File: config.mk
export PLATFORM = sky130hd
export DESIGN_NAME = iter_alu_flat
export DESIGN_NICKNAME = d
export VERILOG_FILES = /design/src/rtl/iter_alu_pkg.sv /design/src/rtl/iter_alu_if.sv /design/src/rtl/iter_alu_divider.sv /design/src/rtl/iter_alu.sv /design/src/flat_wrapper.sv
export SDC_FILE = /design/constraint.sdc
export NUM_CORES = 1
export LEC_CHECK = 0
export ABC_AREA = 0
export CAP_MARGIN = 40
export CORE_UTILIZATION = 61
export CTS_BUF_LIST = sky130_fd_sc_hd__clkbuf_16
export DETAILED_ROUTE_END_ITERATION = 6
export GPL_TIMING_DRIVEN = 0
export PLACE_DENSITY = 0.81
export SYNTH_ARGS = -nofsm -noshare
export SYNTH_HDL_FRONTEND = slang
export SYNTH_SLANG_ARGS = --single-unit
File: constraint.sdc
create_clock -name clk -period 7.7 [get_ports clk]
set_input_delay 1.155 -clock clk [delete_from_list [all_inputs] [get_ports clk]]
set_output_delay 1.155 -clock clk [all_outputs]
set_load 0.005 [all_outputs]
File: src/rtl/iter_alu_pkg.sv
// ----------------------------------------------------------------------------
// iter_alu_pkg
//   Shared types and constants for the iterative ALU.
//   - op_e     : opcode map (0 gnd, 1 add, 2 sub, 3 mul, 4 div, 5 mod)
//   - state_e  : control FSM states
//   - ERR_*    : bit indices into the 2-bit error word
//   - uses_divider() : opcodes that are routed through the restoring divider
// Build option: ITER_ALU_MOD_EN -- when defined, opcode 5 returns the
//   divider remainder; otherwise opcode 5 behaves like gnd.
// ----------------------------------------------------------------------------
package iter_alu_pkg;

    typedef enum logic [3:0] {
        OP_GND = 4'd0,
        OP_ADD = 4'd1,
        OP_SUB = 4'd2,
        OP_MUL = 4'd3,
        OP_DIV = 4'd4,
        OP_MOD = 4'd5
    } op_e;

    typedef enum logic [1:0] {
        IDLE = 2'd0,
        EXEC = 2'd1,
        DONE = 2'd2
    } state_e;

    localparam int ERR_DIV0  = 1;
    localparam int ERR_CARRY = 0;

    function automatic logic uses_divider(input logic [3:0] op);
`ifdef ITER_ALU_MOD_EN
        return (op == OP_DIV) || (op == OP_MOD);
`else
        return (op == OP_DIV);
`endif
    endfunction

endpackage

File: src/rtl/iter_alu_if.sv
// ----------------------------------------------------------------------------
// iter_alu_if
//   Operand-side and result-side valid/ready handshakes of the iterative ALU.
//   master : operand source / result sink (drives in_valid, operands, out_ready)
//   slave  : the ALU (drives in_ready, out_valid, result, error)
//   Signals: in_valid, in_ready, op_a[WIDTH], op_b[WIDTH], opcode[4],
//            out_valid, out_ready, result[2*WIDTH], error[2]
// ----------------------------------------------------------------------------
interface iter_alu_if #(
    parameter int WIDTH = 16
);
    logic                 in_valid;
    logic                 in_ready;
    logic [WIDTH-1:0]     op_a;
    logic [WIDTH-1:0]     op_b;
    logic [3:0]           opcode;
    logic                 out_valid;
    logic                 out_ready;
    logic [2*WIDTH-1:0]   result;
    logic [1:0]           error;

    modport master (
        output in_valid, op_a, op_b, opcode, out_ready,
        input  in_ready, out_valid, result, error
    );

    modport slave (
        input  in_valid, op_a, op_b, opcode, out_ready,
        output in_ready, out_valid, result, error
    );
endinterface

File: src/rtl/iter_alu_divider.sv
// ----------------------------------------------------------------------------
// iter_alu_divider
//   WIDTH-step restoring divider. A one-cycle i_start loads the operands; one
//   quotient bit is resolved per cycle, and o_done pulses for one cycle in the
//   cycle after the last step, with o_quotient valid from then on.
//   Ports: clk, rst (async, active-high), i_start, i_dividend[WIDTH],
//          i_divisor[WIDTH] (must be non-zero), o_done, o_quotient[WIDTH],
//          o_remainder[WIDTH] (only when ITER_ALU_MOD_EN is defined)
// ----------------------------------------------------------------------------
module iter_alu_divider #(
    parameter int WIDTH = 16
) (
    input  logic             clk,
    input  logic             rst,
    input  logic             i_start,
    input  logic [WIDTH-1:0] i_dividend,
    input  logic [WIDTH-1:0] i_divisor,
    output logic             o_done,
    output logic [WIDTH-1:0] o_quotient
`ifdef ITER_ALU_MOD_EN
    ,
    output logic [WIDTH-1:0] o_remainder
`endif
);
    localparam int CNT_W = $clog2(WIDTH) + 1;

    logic [CNT_W-1:0] r_cnt;
    logic             r_busy;
    logic             r_done;
    logic [WIDTH-1:0] r_quo;
    logic [WIDTH-1:0] r_rem;
    logic [WIDTH-1:0] r_div;
    logic [WIDTH:0]   w_rem_sh;
    logic [WIDTH:0]   w_diff;

    // Partial remainder shifted left with the next dividend bit brought in;
    // the dividend register doubles as the quotient shift register.
    assign w_rem_sh = {r_rem, r_quo[WIDTH-1]};
    assign w_diff   = w_rem_sh - {1'b0, r_div};

    always_ff @(posedge clk or posedge rst) begin
        if (rst) begin
            r_cnt  <= '0;
            r_busy <= 1'b0;
            r_done <= 1'b0;
            r_quo  <= '0;
            r_rem  <= '0;
            r_div  <= '0;
        end else begin
            r_done <= 1'b0;
            if (i_start) begin
                r_quo  <= i_dividend;
                r_div  <= i_divisor;
                r_rem  <= '0;
                r_cnt  <= CNT_W'(WIDTH);
                r_busy <= 1'b1;
            end else if (r_busy) begin
                // Restore (keep shifted remainder) when the trial subtract borrows.
                if (!w_diff[WIDTH]) begin
                    r_rem <= w_diff[WIDTH-1:0];
                    r_quo <= {r_quo[WIDTH-2:0], 1'b1};
                end else begin
                    r_rem <= w_rem_sh[WIDTH-1:0];
                    r_quo <= {r_quo[WIDTH-2:0], 1'b0};
                end
                r_cnt <= r_cnt - 1'b1;
                if (r_cnt == CNT_W'(1)) begin
                    r_busy <= 1'b0;
                    r_done <= 1'b1;
                end
            end
        end
    end

    assign o_done     = r_done;
    assign o_quotient = r_quo;
`ifdef ITER_ALU_MOD_EN
    assign o_remainder = r_rem;
`endif

endmodule

File: src/rtl/iter_alu.sv
// ----------------------------------------------------------------------------
// iter_alu
//   Sequential ALU: add/sub in one cycle, multiply as a WIDTH-step LSB-first
//   shift-add, divide/modulo through the restoring divider sub-module.
//   Operands are latched on in_valid&&in_ready (only in IDLE); the result is
//   held with out_valid until out_ready. Divide/mod by zero skips iteration.
//   Ports: clk, rst (async, active-high), bus (iter_alu_if.slave):
//          in_valid/in_ready, op_a, op_b, opcode, out_valid/out_ready,
//          result[2*WIDTH], error[2] ([1] div-by-zero, [0] carry/borrow)
// Build option: ITER_ALU_MOD_EN -- enables opcode 5 (remainder); when
//   undefined opcode 5 returns 0 with error 0 after one cycle.
// ----------------------------------------------------------------------------
module iter_alu
    import iter_alu_pkg::*;
#(
    parameter int WIDTH = 16
) (
    input  logic     clk,
    input  logic     rst,
    iter_alu_if.slave bus
);
    localparam int CNT_W = $clog2(WIDTH) + 1;
    localparam logic [CNT_W-1:0] CNT_MAX = CNT_W'(WIDTH);

    state_e               r_state;
    state_e               w_state_next;
    logic [WIDTH-1:0]     r_a;
    logic [WIDTH-1:0]     r_b;
    logic [3:0]           r_op;
    logic [CNT_W-1:0]     r_cnt;
    logic [2*WIDTH-1:0]   r_acc;
    logic [2*WIDTH-1:0]   r_mcand;
    logic [WIDTH-1:0]     r_mplier;
    logic [2*WIDTH-1:0]   r_result;
    logic [1:0]           r_error;

    logic                 w_accept;
    logic                 w_div_start;
    logic                 w_div_done;
    logic [WIDTH-1:0]     w_quo;
    logic                 w_div_op;
    logic                 w_div0;
    logic                 w_exec_done;
    logic                 w_in_ready;
    logic                 w_out_valid;
    logic [WIDTH:0]       w_sum;
    logic [WIDTH:0]       w_diff;
    logic [2*WIDTH-1:0]   w_res;
    logic [1:0]           w_err;
`ifdef ITER_ALU_MOD_EN
    logic [WIDTH-1:0]     w_rem;
`endif

    assign w_accept = bus.in_valid && w_in_ready;

    // The divider is started from the live inputs on the accept edge so that
    // its WIDTH steps line up with the multiplier's WIDTH steps.
    assign w_div_start = w_accept && uses_divider(bus.opcode) && (bus.op_b != '0);

    iter_alu_divider #(.WIDTH(WIDTH)) u_div (
        .clk        (clk),
        .rst        (rst),
        .i_start    (w_div_start),
        .i_dividend (bus.op_a),
        .i_divisor  (bus.op_b),
        .o_done     (w_div_done),
        .o_quotient (w_quo)
`ifdef ITER_ALU_MOD_EN
        ,
        .o_remainder(w_rem)
`endif
    );

    assign w_div_op = uses_divider(r_op);
    assign w_div0   = w_div_op && (r_b == '0);
    assign w_sum    = {1'b0, r_a} + {1'b0, r_b};
    assign w_diff   = {1'b0, r_a} - {1'b0, r_b};

    // The multiplier finishes one cycle after its last step (counter at
    // WIDTH); the divider finishes on its done pulse; everything else at once.
    always_comb begin
        w_exec_done = 1'b1;
        if (r_op == OP_MUL) begin
            w_exec_done = (r_cnt == CNT_MAX);
        end else if (w_div_op && !w_div0) begin
            w_exec_done = w_div_done;
        end
    end

    always_comb begin
        w_res = '0;
        w_err = '0;
        case (r_op)
            OP_ADD: begin
                w_res            = {{(WIDTH-1){1'b0}}, w_sum};
                w_err[ERR_CARRY] = w_sum[WIDTH];
            end
            OP_SUB: begin
                // (WIDTH+1)-bit difference sign-extended to the full result.
                w_res            = {{(WIDTH-1){w_diff[WIDTH]}}, w_diff};
                w_err[ERR_CARRY] = w_diff[WIDTH];
            end
            OP_MUL: w_res = r_acc;
            OP_DIV: begin
                if (w_div0) w_err[ERR_DIV0] = 1'b1;
                else        w_res = {{WIDTH{1'b0}}, w_quo};
            end
`ifdef ITER_ALU_MOD_EN
            OP_MOD: begin
                if (w_div0) w_err[ERR_DIV0] = 1'b1;
                else        w_res = {{WIDTH{1'b0}}, w_rem};
            end
`endif
            default: ;
        endcase
    end

    // FSM state register.
    always_ff @(posedge clk or posedge rst) begin
        if (rst) r_state <= IDLE;
        else     r_state <= w_state_next;
    end

    // FSM next-state and handshake outputs.
    always_comb begin
        w_state_next = r_state;
        w_in_ready   = 1'b0;
        w_out_valid  = 1'b0;
        case (r_state)
            IDLE: begin
                w_in_ready = 1'b1;
                if (bus.in_valid) w_state_next = EXEC;
            end
            EXEC: begin
                if (w_exec_done) w_state_next = DONE;
            end
            DONE: begin
                w_out_valid = 1'b1;
                if (bus.out_ready) w_state_next = IDLE;
            end
            default: w_state_next = IDLE;
        endcase
    end

    // Operand latches, shift-add multiplier and output registers.
    always_ff @(posedge clk or posedge rst) begin
        if (rst) begin
            r_a      <= '0;
            r_b      <= '0;
            r_op     <= '0;
            r_cnt    <= '0;
            r_acc    <= '0;
            r_mcand  <= '0;
            r_mplier <= '0;
            r_result <= '0;
            r_error  <= '0;
        end else if (w_accept) begin
            r_a      <= bus.op_a;
            r_b      <= bus.op_b;
            r_op     <= bus.opcode;
            r_cnt    <= '0;
            r_acc    <= '0;
            r_mcand  <= {{WIDTH{1'b0}}, bus.op_a};
            r_mplier <= bus.op_b;
        end else if (r_state == EXEC) begin
            if ((r_op == OP_MUL) && (r_cnt != CNT_MAX)) begin
                if (r_mplier[0]) r_acc <= r_acc + r_mcand;
                r_mcand  <= r_mcand << 1;
                r_mplier <= r_mplier >> 1;
                r_cnt    <= r_cnt + 1'b1;
            end
            if (w_exec_done) begin
                r_result <= w_res;
                r_error  <= w_err;
            end
        end
    end

    assign bus.in_ready  = w_in_ready;
    assign bus.out_valid = w_out_valid;
    assign bus.result    = r_result;
    assign bus.error     = r_error;

endmodule

File: src/flat_wrapper.sv
// flat-port wrapper written by rule: the top's interface ports become plain ports
module iter_alu_flat import iter_alu_pkg::*;
#(
    parameter int WIDTH = 16
)
  (clk, rst, bus_in_valid, bus_op_a, bus_op_b, bus_opcode, bus_out_ready, bus_in_ready, bus_out_valid, bus_result, bus_error);
  iter_alu_if #(.WIDTH(WIDTH)) bus_i ();
  input  logic clk;
  input  logic rst;
  input wire logic [$bits(bus_i.in_valid)-1:0] bus_in_valid;
  input wire logic [$bits(bus_i.op_a)-1:0] bus_op_a;
  input wire logic [$bits(bus_i.op_b)-1:0] bus_op_b;
  input wire logic [$bits(bus_i.opcode)-1:0] bus_opcode;
  input wire logic [$bits(bus_i.out_ready)-1:0] bus_out_ready;
  output wire logic [$bits(bus_i.in_ready)-1:0] bus_in_ready;
  output wire logic [$bits(bus_i.out_valid)-1:0] bus_out_valid;
  output wire logic [$bits(bus_i.result)-1:0] bus_result;
  output wire logic [$bits(bus_i.error)-1:0] bus_error;
  assign bus_i.in_valid = bus_in_valid;
  assign bus_i.op_a = bus_op_a;
  assign bus_i.op_b = bus_op_b;
  assign bus_i.opcode = bus_opcode;
  assign bus_i.out_ready = bus_out_ready;
  assign bus_in_ready = bus_i.in_ready;
  assign bus_out_valid = bus_i.out_valid;
  assign bus_result = bus_i.result;
  assign bus_error = bus_i.error;
  iter_alu #(.WIDTH(WIDTH)) u_core (.clk(clk), .rst(rst), .bus(bus_i));
endmodule
======== After elaboration in Yosys (flattened, before gate mapping) ========
Cells that the tools add are included.
word-level totals
  register bits ........................... 212
  input bits .............................. 40
operators by class
  eq/ne operators ......................... 13
  $add $sub $neg .......................... 6
  reduce and logical (&&, ||, !) cells .... 18
  bitwise gates (word level) .............. 1
  mux-type cells .......................... 40
operators by type and width
  kind                                                 count
  2-to-1 mux 32 bit                                    7
  2-to-1 mux 16 bit                                    9
  one-hot mux 32 bit (4 select lines)                  1
  adder 32 bit                                         1
  2-to-1 mux 5 bit                                     5
  adder 16 x 16 -> 17 bit                              1
  subtractor 16 x 16 -> 17 bit                         1
  subtractor 17 x 16 -> 17 bit                         1
  logical NOT 16 bit                                   1
  nonzero test 16 bit                                  1
  2-to-1 mux 1 bit                                     13
  AND reduction 3 bit                                  3
  equality test 4 x 2 -> 1 bit, second input constant  2
  equality test 4 x 3 -> 1 bit, second input constant  2
  nonzero test 2 bit                                   4
  logical AND 1 bit                                    6
  2-to-1 mux 2 bit                                     3
  one-hot mux 2 bit (3 select lines)                   1
  adder 5 x 1 -> 5 bit, second input constant          1
  equality test 5 x 1 -> 1 bit, second input constant  1
  equality test 5 bit, second input constant           1
  inequality test 5 bit, second input constant         1
  subtractor 5 x 1 -> 5 bit, second input constant     1
  equality test 4 x 1 -> 1 bit, second input constant  1
  other kinds (9)                                      10

======== Longest topological paths before layout ========
  word-level depth ........................ 8
  gate-level depth with buffers ........... 13

======== Hierarchy ========
From an unflattened synthesis, not the netlist that was laid out.
unflattened totals
  cell total of the unflattened synthesis .. 1466
  area, all modules ....................... 13037.5 um^2
modules (own cells, without submodules)
  module            cells each  area an instance (um^2)  instances  sequential area each (um^2)
  iter_alu          1116        9781.9                   1          3928.8
  iter_alu_divider  350         3255.6                   1          1376.3

======== Worst setup path after synthesis ========
Ideal clock, no wire load.
  path type ............................... register to register
  from .................................... register u_core.u_div.r_quo[15] (netlist: u_core.u_div.o_quotient[15])
  to ...................................... register u_core.u_div.r_rem[13]
  setup slack ............................. 4.831 ns
  path buffers ............................ 1
  cell stages (with the launch flop) ...... 13
  clock period less this slack ............ 2.869 ns
  library setup time ...................... 0.123 ns
  arrival time ............................ 2.746 ns
  cell sequence ........................... dfrtp_1 > inv_1 > ha_1 > inv_1 > fa_1 > a211oi_1 > o21ai_0 > a31oi_1 > o21a_1 > o311ai_2 > buf_2 > a21boi_0 > o221a_2
on the way
  word-level cells in the longest chain between the ends .. 4
RTL lines
  element                       RTL line                text
  start, declared               iter_alu_divider.sv:30  logic [WIDTH-1:0] r_quo;
  start signal, assigned        iter_alu_divider.sv:52  r_quo <= i_dividend;
  start signal, assigned        iter_alu_divider.sv:61  r_quo <= {r_quo[WIDTH-2:0], 1'b1};
  start signal, assigned        iter_alu_divider.sv:64  r_quo <= {r_quo[WIDTH-2:0], 1'b0};
  subtractor 17 x 16 -> 17 bit  iter_alu_divider.sv:39  assign w_diff = w_rem_sh - {1'b0, r_div};
  2-to-1 mux 16 bit             iter_alu_divider.sv:59  if (!w_diff[WIDTH]) begin
  2-to-1 mux 16 bit             iter_alu_divider.sv:57  end else if (r_busy) begin
  2-to-1 mux 16 bit             iter_alu_divider.sv:51  if (i_start) begin
  end signal, assigned          iter_alu_divider.sv:60  r_rem <= w_diff[WIDTH-1:0];
  end signal, assigned          iter_alu_divider.sv:63  r_rem <= w_rem_sh[WIDTH-1:0];
  end, declared                 iter_alu_divider.sv:31  logic [WIDTH-1:0] r_rem;
Every way passes these cells. The select of a mux whose other input is x is not followed.
A chain may end at the register's enable or synchronous reset.

======== Worst setup path in the final report ========
Same ends and word-level chain as after synthesis.

==> impl.org <==
** Run status
- Status :: finished, final reports clean

** GRT
- Number of antenna violations at the first check in global routing :: 1
- Pin count of the biggest net entering global routing :: 109
- Sum of overflow across all layers after global routing :: 0
- In the global route stage, overall resource usage came out at 0.363.
- Wire length of the first global-routing pass :: ~62 mm
- Via count of the first global-routing pass :: 11.4k

** Setup path
- End of the worst register-to-register path :: u_core.u_div.r_rem[13]
- WP data required :: 8170 ps
- R2R Path Start :: u_core.u_div.o_quotient[15]
- Data arrives at the worst endpoint at 4170 ps.
- Along the worst path, the maximum fanout reaches 10.
- Critical path capture point type :: flip-flop
- Slack of the worst reg-to-reg path :: between 3000 and 4000 ps
- Register-to-Register Path Depth :: 12
- STA classifies the critical path startpoint as a flip-flop.
- The critical path is of the reg2reg type.

** Timing
- Setup violations remaining at the end of the flow were counted as 0.
- The routed design could run at a clock period as short as around 3700 ps.
- Final clock period utilization by the worst path :: 0.481
- On the final layout, the worst hold slack is 475 ps.
- Derived from the worst setup path, the maximum achievable clock frequency is 0.270 GHz.
- Setup repair after global routing left no endpoint under its margin.
- Slew Limit Headroom :: 0.423
- Clk_skew :: ~12 ps
- After routing, the total negative slack on setup checks comes to 0 ps.
- The final number of hold-violating endpoints is 0.
- At the pin with the least slew margin, the transition time is 865 ps.
- Max-slew violation count :: 0

** CTS
- Clock Sinks :: ~210
- TritonCTS clock tree :: done
- The clock passes through at most 3 buffers.
- After clock tree synthesis, the setup repair step added 0 buffers.
- CTS hold repair buffers :: 0
- Clock latency on the worst-skew pair :: between 500 and 600 ps
- Gates resized during post-CTS repair numbered 0.
- In this run, CTS created clock tree buffers numbering 23.
- In this run the number of H-tree levels came out at 1.
- In this run the clock root is driven by a sky130_fd_sc_hd__clkbuf_16.
- Clock transition at path regs :: approximately 60 ps

** Min path
- Counting instances, the worst hold path has a depth of 2.
- The tightest min-delay check is of the reg2reg type.
- Startpoint of the lowest-slack hold path :: u_core.bus.result[14]
- Worst-case hold path end point :: u_core.bus.result[14]

** Synthesis
- In this run the mean area of a mapped cell was between 8 and 9 um^2.
- Most frequently used cell type in the post-synthesis netlist :: sky130_fd_sc_hd__nand2_1
- Ranked by total cell area, the synthesized netlist is headed by sky130_fd_sc_hd__dfrtp_1, sky130_fd_sc_hd__ha_1, sky130_fd_sc_hd__nand2_1.
- Counting flops and latches in the post-synthesis netlist gives about 210.
- The number of different library cells used by synthesis comes to 78.
- Flip-flop cell with the highest count after synthesis :: sky130_fd_sc_hd__dfrtp_1
- Sequential-to-total area share from yosys stat :: 0.409
- The share of synthesized area in the top cell type comes to 0.409.
- Number of synthesized flops with an enable pin :: 0
- Number of synthesis warnings :: 0
- Counting flops with an async set or reset pin after synthesis yields a share of 1.00.
- Post-synthesis cell type with the largest combined area :: sky130_fd_sc_hd__dfrtp_1
- The cell area that synthesis handed to floorplanning was ~13,000 um^2.
- Post-Syn Nets :: 1,601
- Most used standard cells in the synthesized netlist :: sky130_fd_sc_hd__nand2_1, sky130_fd_sc_hd__dfrtp_1, sky130_fd_sc_hd__o21ai_0
- Synth Instances :: 1,474

** Power and ir drop
- Overall power of the completed layout :: 0.00637 W
- In this run the power density over the cells is 429 nW/um^2.
- Leak Pwr :: 6.72 nW
- Worst vdd ir :: about 300 uV

** Route
- Antenna-violating nets left :: 0
- Summed over all layers, the routed wires come to 39.1 mm.
- Final routed wire length divided by cell count :: 21.0 um
- DR iter-0 viols :: 1,178
- The routed layout has between 10k and 15k vias.
- Dividing the detail-routed via count by the number of cells gives 6.48.
- For this run, the detailed router's first-pass iteration total came to 6.
- Post-route DRC violation count :: 0

** Placement
- Once placement finished, the instance area stood at 14,100 um^2.
- HPWL reported at the end of detailed placement :: a little under 30 mm
- Input and output buffers added on the ports amount to 75.
- The congestion estimate from routability-driven global placement came to 0.953.

** Job
- Max-cap violations :: 0

** Die
- DIE WIDTH :: approximately 150 um
- The die covers around 22,000 um^2.
- The initial utilization of the core area, before any placement, comes to 0.631.
- Row cnt :: 52
- Area inside the core boundary :: 20,600 um^2
- 76 I/O pins were placed.
- Die height :: 148 um

** Final layout
- Share of final-layout standard cells stronger than drive strength 1 :: 0.0427
- After the last flow step, the layout net total stands at 1,704.
- Final core utilization :: 0.722
- The finished cells cover 14,900 um^2.
- Relative to the synthesized area, the layout overhead comes to 14.5%.
- The repair_antennas step left the layout with diodes totalling 0.
==> metal layers <==
metal,global-route usage,share of wire,vias up
met1,0.505,0.43,5858
li1,-,-,5532
met2,0.570,0.45,575
met5,0,0.00033,-
met4,0.141,0.042,2
met3,0.0580,0.083,107
==> worst max-delay path, cell delays in order (launching register included) <==
cell and delay [ps]:
sky130_fd_sc_hd__dfrtp_1 470, sky130_fd_sc_hd__inv_1 120, sky130_fd_sc_hd__ha_1 190, sky130_fd_sc_hd__inv_1 60, sky130_fd_sc_hd__fa_1 420, sky130_fd_sc_hd__a211oi_1 350
sky130_fd_sc_hd__o21ai_0 160, sky130_fd_sc_hd__a31oi_1 560, sky130_fd_sc_hd__o2111ai_1 250, sky130_fd_sc_hd__o311ai_2 160, sky130_fd_sc_hd__buf_2 370, sky130_fd_sc_hd__a21boi_0 310
sky130_fd_sc_hd__o221a_2 230
==> metrics by stage <==
step | std cells | setup slack (ps)
final | 1863 | 3990
after global routing | 1863 | 3920
after CTS | 1863 | 4170
after detailed placement | 1822 | 4020
after global placement | 1819 | -1960
after floorplan | 1474 | 751
==> how the worst max path moves through the flow <==
stage                                            from                           to  slack (ps)  cells after the start
after global placement                            rst             u_core.r_acc[31]       -1960                      2
after CTS                               u_core.r_b[0]        u_core.bus.result[31]        4170                      9
after floorplan                                   rst          u_core.bus.error[0]         750                      1
final                     u_core.u_div.o_quotient[15]       u_core.u_div.r_rem[13]        3990                     12
after global routing      u_core.u_div.o_quotient[15]       u_core.u_div.r_rem[14]        3920                     12
after detailed placement                bus_opcode[0]  u_core.u_div.o_quotient[12]        4020                      6
==> area by class of cell <==
type                       instances  area [um^2]
tap                              270          338
clock inverter                    18          144
multi-input combinational       1115         7090
fill                            1650         5710
buffer                            79          330
timing repair buffer              78          811
sequential                       212         5310
clock buffer                      23          576
inverter                          68          263
==> power by group <==
part / internal (W) / leakage, nW / switching (W)
Combinational: 0.00138 / 3.64 / 0.00206
Sequential: 0.00151 / 2.71 / 0.000340
Clock: 0.000612 / 0.366 / 0.000467
==> sequential cells by signal, indices dropped and copies added, names as in the netlist, 5 cells and up <==
| signal | cells |
|---|---|
| u_core.r_b | 16 |
| u_core.r_mplier | 16 |
| u_core.bus.result | 32 |
| u_core.r_acc | 32 |
| u_core.r_cnt | 5 |
| u_core.r_mcand | 32 |
| u_core.u_div.r_div | 16 |
| u_core.u_div.r_cnt | 5 |
| u_core.r_a | 16 |
| u_core.u_div.r_rem | 16 |
| u_core.u_div.o_quotient | 16 |
==> placed cells by master (no fill, tap or decap), types with 11 or more instances in the layout <==
master                            Yosys  routed
sky130_fd_sc_hd__clkbuf_1            61      61
sky130_fd_sc_hd__dfrtp_1            212     212
sky130_fd_sc_hd__ha_1                83      83
sky130_fd_sc_hd__nor2b_1             13      13
sky130_fd_sc_hd__nand4_1             11      11
sky130_fd_sc_hd__a221o_1             23      23
sky130_fd_sc_hd__a21o_1              19      19
sky130_fd_sc_hd__and3_1              13      13
sky130_fd_sc_hd__a31oi_1             12      12
sky130_fd_sc_hd__nand2_1            270     270
sky130_fd_sc_hd__inv_1               67      70
sky130_fd_sc_hd__xor2_1              19      19
sky130_fd_sc_hd__nand3_1             49      49
sky130_fd_sc_hd__xnor2_1             29      29
sky130_fd_sc_hd__nor2_1              69      69
sky130_fd_sc_hd__o21bai_1            12      12
sky130_fd_sc_hd__a21oi_1             94      94
sky130_fd_sc_hd__nand2b_1            12      12
sky130_fd_sc_hd__nor3_1              23      23
sky130_fd_sc_hd__a22oi_1             33      33
sky130_fd_sc_hd__a211oi_1            16      16
sky130_fd_sc_hd__o21ai_0            132     132
sky130_fd_sc_hd__mux2i_1             27      27
sky130_fd_sc_hd__clkdlybuf4s50_1      0      75
sky130_fd_sc_hd__clkbuf_16            0      23
==> cells by family (layout without fill, tap and decap cells) <==
logic type                 count (synthesis)  after routing  synth area share
muxes                                     28             28            0.0217
DFF                                      212            212             0.409
AOI/OAI and AO/OA                        439            439             0.224
buffers and inverters                    147            266            0.0451
and+or+nand+nor                          513            513             0.181
adders and majority gates                 87             87            0.0862
xor gates and xnor gates                  48             48            0.0324
(Power assumes the default switching activity.)
